`src/rtl/pending_bit_dispatcher_if.sv`:
```
// rtl/pending_bit_dispatcher_if.sv - set/dispatch bus of the pending-bit dispatcher
// master drives event sets and accepts dispatched indices; slave is the dispatcher.
interface pending_bit_dispatcher_if #(
    parameter int WIDTH = 8,
    parameter int IDX_W = $clog2(WIDTH)
);
    logic             set_valid;
    logic [WIDTH-1:0] set_mask;
    logic             out_valid;
    logic             out_ready;
    logic [IDX_W-1:0] out_pos;
    logic [WIDTH-1:0] pending;
    logic             overflow;

    modport master (
        output set_valid, set_mask, out_ready,
        input  out_valid, out_pos, pending, overflow
    );

    modport slave (
        input  set_valid, set_mask, out_ready,
        output out_valid, out_pos, pending, overflow
    );
endinterface

```
`src/rtl/pending_bit_dispatcher.sv`:
```
// rtl/pending_bit_dispatcher.sv - latches event bits and dispatches one index at a time
// Optional macro PDB_ROUND_ROBIN_EN: round-robin selection instead of lowest-bit-first.
module pending_bit_dispatcher #(
    parameter int WIDTH = 8,
    parameter int IDX_W = $clog2(WIDTH)
) (
    input  logic                     clk,
    input  logic                     reset,
    pending_bit_dispatcher_if.slave  bus
);
    typedef enum logic {IDLE, FULL} state_t;

    state_t           state_q, state_d;
    logic [WIDTH-1:0] pending_q, pending_d, smask, load_onehot;
    logic [IDX_W-1:0] sel_idx, out_pos_q;
    logic             overflow_q, pop, load;

    assign smask = bus.set_valid ? bus.set_mask : '0;
    assign pop   = (state_q == FULL) & bus.out_ready;

`ifdef PDB_ROUND_ROBIN_EN
    logic [IDX_W-1:0] last_ptr_q, scan;
    logic             found;

    // Scan starts just past the last dispatched index; reset value makes the first scan start at 0.
    always_comb begin
        sel_idx = '0;
        scan    = '0;
        found   = 1'b0;
        for (int i = 0; i < WIDTH; i++) begin
            scan = last_ptr_q + IDX_W'(i + 1);
            if (!found && pending_q[scan]) begin
                sel_idx = scan;
                found   = 1'b1;
            end
        end
    end

    always_ff @(posedge clk) begin
        if (reset) begin
            last_ptr_q <= IDX_W'(WIDTH - 1);
        end else if (load) begin
            last_ptr_q <= sel_idx;
        end
    end
`else
    always_comb begin
        sel_idx = '0;
        for (int i = WIDTH - 1; i >= 0; i--) begin
            if (pending_q[i]) begin
                sel_idx = IDX_W'(i);
            end
        end
    end
`endif

    always_comb begin
        state_d = state_q;
        load    = ((state_q == IDLE) | pop) & (|pending_q);
        case (state_q)
            IDLE: if (load) state_d = FULL;
            FULL: if (pop && !load) state_d = IDLE;
        endcase
    end

    always_comb begin
        load_onehot = '0;
        if (load) begin
            load_onehot[sel_idx] = 1'b1;
        end
    end

    // A same-cycle set beats the dispatch clear, so the bit stays pending.
    assign pending_d = (pending_q & ~load_onehot) | smask;

    always_ff @(posedge clk) begin
        if (reset) begin
            state_q    <= IDLE;
            pending_q  <= '0;
            out_pos_q  <= '0;
            overflow_q <= 1'b0;
        end else begin
            state_q    <= state_d;
            pending_q  <= pending_d;
            overflow_q <= overflow_q | (|(pending_q & ~load_onehot & smask));
            if (load) begin
                out_pos_q <= sel_idx;
            end
        end
    end

    assign bus.out_valid = (state_q == FULL);
    assign bus.out_pos   = out_pos_q;
    assign bus.pending   = pending_q;
    assign bus.overflow  = overflow_q;
endmodule

```
`src/flat_wrapper.sv`:
```
// flat-port wrapper written by rule: the top's interface ports become plain ports
module pending_bit_dispatcher_flat 
#(
    parameter int WIDTH = 8,
    parameter int IDX_W = $clog2(WIDTH)
)
  (clk, reset, bus_set_valid, bus_set_mask, bus_out_ready, bus_out_valid, bus_out_pos, bus_pending, bus_overflow);
  pending_bit_dispatcher_if #(.WIDTH(WIDTH), .IDX_W(IDX_W)) bus_i ();
  input  logic clk;
  input  logic reset;
  input wire logic [$bits(bus_i.set_valid)-1:0] bus_set_valid;
  input wire logic [$bits(bus_i.set_mask)-1:0] bus_set_mask;
  input wire logic [$bits(bus_i.out_ready)-1:0] bus_out_ready;
  output wire logic [$bits(bus_i.out_valid)-1:0] bus_out_valid;
  output wire logic [$bits(bus_i.out_pos)-1:0] bus_out_pos;
  output wire logic [$bits(bus_i.pending)-1:0] bus_pending;
  output wire logic [$bits(bus_i.overflow)-1:0] bus_overflow;
  assign bus_i.set_valid = bus_set_valid;
  assign bus_i.set_mask = bus_set_mask;
  assign bus_i.out_ready = bus_out_ready;
  assign bus_out_valid = bus_i.out_valid;
  assign bus_out_pos = bus_i.out_pos;
  assign bus_pending = bus_i.pending;
  assign bus_overflow = bus_i.overflow;
  pending_bit_dispatcher #(.WIDTH(WIDTH), .IDX_W(IDX_W)) u_core (.clk(clk), .reset(reset), .bus(bus_i));
endmodule
```
`config.mk`:
```
export PLATFORM = sky130hd
export DESIGN_NAME = pending_bit_dispatcher_flat
export DESIGN_NICKNAME = d
export VERILOG_FILES = /design/src/rtl/pending_bit_dispatcher_if.sv /design/src/rtl/pending_bit_dispatcher.sv /design/src/flat_wrapper.sv
export SDC_FILE = /design/constraint.sdc
export NUM_CORES = 1
export LEC_CHECK = 0
export CORE_MARGIN = 2
export CORE_UTILIZATION = 40
export CTS_CLUSTER_DIAMETER = 200
export CTS_CLUSTER_SIZE = 40
export DETAILED_ROUTE_END_ITERATION = 10
export GPL_TIMING_DRIVEN = 0
export PLACE_DENSITY = 0.73
export REMOVE_ABC_BUFFERS = 1
export SLEW_MARGIN = 10
export SYNTH_ARGS = -nofsm -noshare
export SYNTH_HDL_FRONTEND = slang
export SYNTH_SLANG_ARGS = --single-unit
```
`constraint.sdc`:
```
create_clock -name clk -period 1.9 [get_ports clk]
set_input_delay 0.285 -clock clk [delete_from_list [all_inputs] [get_ports clk]]
set_output_delay 0.285 -clock clk [all_outputs]
set_load 0.02 [all_outputs]
```
==> reports/results.ini, run 1 <==
[yosys]
ys_seq_area_frac = 0.3947
ys_top_cells_by_count = dfxtp_1, nor2_1, a21oi_1
synthTopCellsByArea = dfxtp_1, a21oi_1, nor2_1
synth_edf_count = 0
yosysTopAreaCellShare = 0.3947
async_flop_share = 0
synth_cell_types = 32
ys_warn_count = 0
synthFlopType = dfxtp_1
synth.largest_area_cell = dfxtp_1
syn_inst = 80
syn_area_sq_um = 659.4
synth.avg_cell_area_sq_um = 8.242
synth_seq_cells = 13
synth_most_common_cell = dfxtp_1

[setup_path]
timing.critical_path.buf_inv = 1
crit_start = u_core.bus.pending[0]
cp-end-kind = output pin
cp.arrival_ps = 1430
critPathKind = flop to output pin
ff2ff_setup_slack_ps = 300
r2r-start = u_core.bus.pending[2]
cp-endpoint = bus_pending[0]
cp_cell_sequence = clkdlybuf4s50_1
r2r_end = u_core.bus.overflow
path_delay_family = buffers and inverters
critical_path_depth = 1
cp_slowest_stage_delay_ps = 670
start_kind = flop
worstPathMaxFanout = 9
reg2reg_depth = 5
cp_slowest_cell = clkdlybuf4s50_1
cp_data_required_time_ps = 1620

[hold_path]
hp-start = u_core.bus.out_pos[1]
hold_path.class = flop to flop

[timing]
rsz0062_at_grt = no
hold_ws_ps = 471.9
slew_headroom = 0.6567
clock_skew_ps = 1.209
fin_crit_ps = 1710
fmax_ghz = 0.5846
setup_violations = 0
slew_violations = 0
fin_setup_tns_ps = 0
worst_pin_slew_ps = 513.3
fin_crit_sh = 0.9002
finalHoldViolations = 0

[placement]
portBuffers = 24
place.gp.congestion = 0.8002
place.detailed.hpwl_mm = 1.240

[die]
num_io_pins = 25
die_area_sq_mm = 0.001989
rows = 14
die_y_microns = 44.60
core-area_sq_mm = 0.001524
start_util = 0.4327
fp.dieW_microns = 44.60

[global_routing]
grt_first_pass_wirelength_mm = 2.746
grt_pass1_vias = 634
grt_max_degree = 15
grt_util_all_layers = 0.1879
antenna_found_initial = 0
grt.overflow.total = 0

[pwr]
irDropWorstVdd_mv = 0.3824
power.leakage_nw = 0.3546
powerDensity_mw_per_mm2 = 761.1

[drt]
vias_per_cell = 5.795
drt_wl_total_mm = 1.628
num_vias = 707
drt-pass1-iter-count = 4
wl_per_cell_microns = 13.34
antenna_left = 0
dr.first_iter.drc_count = 36
drc = 0

[clocking]
clkTransAtPathRegs_ps = 80
cts_tree = yes
clockBufferDepth = 2
cts_buffers = 3
postCtsSetupRepairBufs = 0
worstSkewPairLatency_ps = 270
ctsResizeCount = 0
cts_root_buf = clkbuf_4
clock_sinks = 13
htreeDepth = 1
ctsHoldBuffers = 0

[final_layout]
antennaDiodeCount = 0
drive_gt1_frac = 0.06604
nFillCells = 143
nets = 119
layout-area-overhead-vs-synth_pct = 41.75
postLayoutCoreUtil = 0.6133

[outcome]
status = finished clean

[flow_run]
cap_viol_max_count = 0

[cell type report]
type / instances / area, sq um / area share
inverters: 1 / 3.754 / 0.004016
clock buffers: 4 / 26.28 / 0.02811
well taps: 16 / 20.02 / 0.02142
repair buffers: 24 / 240.2 / 0.2570
multi-input cells: 64 / 384.1 / 0.4110
flip-flops and latches: 13 / 260.3 / 0.2784
[metrics by stage]
stage | total power, mW | worst slack, ps | cells | instance area, sq um
after floorplan | 0.4458 | 363.1 | 78 | 648.1
after global placement | 0.5421 | -1.336 | 118 | 908.4
after global routing | 0.7563 | 115.0 | 122 | 934.6
after detailed placement | 0.5453 | -15.97 | 118 | 908.4
final | 0.7113 | 189.6 | 122 | 934.6
after CTS | 0.7175 | 185.1 | 122 | 934.6
[cells by family (layout without fill, tap and decap cells)]
family / after synthesis / in the layout / share of synthesized area
flops: 13 / 13 / 0.3947
buf+inv: 3 / 29 / 0.02276
simple gates: 35 / 35 / 0.2733
compound gates: 29 / 29 / 0.3093
[registers in the layout (all words and copies together), names as in the netlist]
signal	flops
u_core.bus.overflow	1
u_core.bus.out_valid	1
u_core.bus.out_pos	3
u_core.bus.pending	8
[power by group]
part | internal (mW) | switching (mW)
clock | 0.0814 | 0.0904
sequential | 0.297 | 0.0240
combinational | 0.109 | 0.110
total | 0.487 | 0.225
[routing by layer]
metal | vias to the layer above | wire length, microns | GRT usage
li1 | 353 | - | -
met1 | 328 | 761 | 0.2488
met4 | 0 | 23 | 0.1030
met5 | - | 0 | 0
met3 | 4 | 83 | 0.03673
met2 | 22 | 761 | 0.2841
[cell usage in the layout (no fill, tap or decap), types with 2 or more instances in the layout]
cell             instances
dfxtp_1                 13
a22oi_1                  3
o21ai_1                  4
nand2b_1                 3
nand3_1                  4
nor2_1                  10
a21oi_1                  9
nor3_1                   2
clkbuf_4                 3
clkdlybuf4s50_1         24
nor2b_1                  2
o21a_1                   2
nand2_1                  7
[worst min-delay path by stage]
stage / end / depth (start not counted)
after detailed placement: u_core.bus.out_pos[1] / 2
final: u_core.bus.out_pos[1] / 2
after CTS: u_core.bus.out_pos[1] / 2
after global placement: u_core.bus.out_pos[1] / 2
after global routing: u_core.bus.out_pos[1] / 2
after floorplan: u_core.bus.overflow / 1
Note: power is estimated with default switching activity, not from simulation.
==> inputs of run 2 (changes only) <==
==> constraint.sdc (replaced) <==
create_clock -name clk -period 1.9 [get_ports clk]
set_input_delay 0.57 -clock clk [delete_from_list [all_inputs] [get_ports clk]]
set_output_delay 0.57 -clock clk [all_outputs]
set_load 0.02 [all_outputs]
==> reports/results.ini, run 2 (synthesized netlist as in run 1, its figures left out) <==
[clocking]
postCtsSetupRepairBufs = 0
clock_sinks = 13
clkTransAtPathRegs_ps = 80
cts_buffers = 3
clockBufferDepth = 2
worstSkewPairLatency_ps = 280
cts_root_buf = clkbuf_4
htreeDepth = 1
cts_tree = yes

[placement]
place.detailed.hpwl_mm = 1.240
postPlaceCellArea_sq_um = 908.4
place.gp.congestion = 0.8002
post-place-ws_ps = -301.0
portBuffers = 24

[drt]
num_vias = 703
antenna_left = 0
wl_per_cell_microns = 13.74
drt-pass1-iter-count = 4
vias_per_cell = 5.762
drt_wl_total_mm = 1.676
drc = 0
dr.first_iter.drc_count = 33

[timing]
setup_ws_ps = 89.02
hold_ws_ps = 472.7
fin_crit_ps = 1811
fin_crit_sh = 0.9531
slew_violations = 0
clock_skew_ps = 1.758
finalHoldViolations = 0
setup_violations = 0
rsz0062_at_grt = no
fmax_ghz = 0.5522
slew_headroom = 0.6571
worst_pin_slew_ps = 512.7

[global_routing]
grt_first_pass_wirelength_mm = 2.732
grt_util_all_layers = 0.1871
grt_pass1_vias = 628
grt_max_degree = 15
antenna_found_initial = 0
grt.overflow.total = 0

[die]
fp.dieW_microns = 44.60
die_y_microns = 44.60
core-area_sq_mm = 0.001524
rows = 14
start_util = 0.4327
num_io_pins = 25
die_area_sq_mm = 0.001989

[setup_path]
worstPathMaxFanout = 7
cp_data_required_time_ps = 2050
critPathKind = input pin to flop
reg2reg_depth = 5
cp-end-kind = flop
start_kind = input pin
cp.arrival_ps = 1960

[final_layout]
design_area_sq_um = 953.4
most-common-layout-cells = clkdlybuf4s50_1, dfxtp_1, nor2_1
nFillCells = 140
drive_gt1_frac = 0.09434
nets = 119
postLayoutCoreUtil = 0.6256
final_common_cell = clkdlybuf4s50_1
antennaDiodeCount = 0
multi_input_area_sq_um = 400.4
layout-area-overhead-vs-synth_pct = 44.59
seq_area_sq_um = 260.3
largest_register_ffs = 8

[pwr]
power_mw = 0.7142
powerDensity_mw_per_mm2 = 749.1
power.leakage_nw = 0.4373
irDropWorstVdd_mv = 0.3886

[hold_path]
hold_depth = 2
hold_path.class = flop to flop

[flow_run]
cap_viol_max_count = 0

[outcome]
status = finished clean

[run 2: changes by cell type in the layout (fill, tap and decap cells not counted), sizes merged]
cell,before,now
clkdlybuf4s50,24,14
dlygate4sd2,0,6
dlymetal6s2s,0,4
[run 2: worst max-delay path, stage by stage]
cell and delay [ps]:
clkdlybuf4s50_1 500, nor2b_2 90, o21a_1 190, a32o_2 220
a221oi_2 250, a41oi_2 140
[run 2: per-stage QoR]
stage	TNS, ps	cells
3_5_place_dp	-337.1	118
2_1_floorplan	0	78
5_1_grt	0	122
4_1_cts	0	122
3_3_place_gp	-339.4	118
6_report	0	122
[run 2: what timing repair did]
action                                  CTS  global route
endpoints found under the setup margin    6             3
gates resized for setup                   6             7
pin swaps                                 0             1
hold buffers                              0             0
[run 2: final timing paths]
kind                                             from                     to  slack [ps]
worst max-delay path                    bus_out_ready    u_core.bus.overflow          90
worst min-delay path            u_core.bus.out_pos[1]  u_core.bus.out_pos[1]         470
worst max register to register  u_core.bus.pending[3]    u_core.bus.overflow         300
worst min register to register  u_core.bus.out_pos[1]  u_core.bus.out_pos[1]         470
[run 2: layout make-up]
cell class                 count  area share
sequential                    13      0.2730
inverter                       1    0.003937
timing repair buffer          24      0.2546
multi-input combinational     64      0.4199
tap                           16     0.02100
clock buffer                   4     0.02756
[run 2: routing by layer]
metal / GRT usage / vias to the layer above / routed length (microns)
met5: 0 / - / 0
met4: 0.1030 / 0 / 25
li1: - / 354 / -
met3: 0.03673 / 4 / 87
met1: 0.2463 / 324 / 785
met2: 0.2841 / 21 / 777
[run 2: power breakdown]
part	switching [mW]	internal, mW
registers	0.0248	0.297
clock network	0.0934	0.0816
logic	0.112	0.105
total	0.231	0.484
==> inputs of run 3 (changes only) <==
SKIP_LAST_GASP = 1   (was default)
clock period = 2.2 ns   (was 1.9 ns; I/O delays follow)
==> results of run 3 <==
Same layout as run 1 (identical final DEF). Status: finished clean.
Among the figures that moved: setup slack after placement -15.97 ps -> -90.97 ps; setup slack after layout 189.6 ps -> 114.6 ps; register-to-register setup slack 300 ps -> 600 ps; total power 0.7113 mW -> 0.6143 mW; worst IR drop on VDD 0.3824 mV -> 0.3302 mV
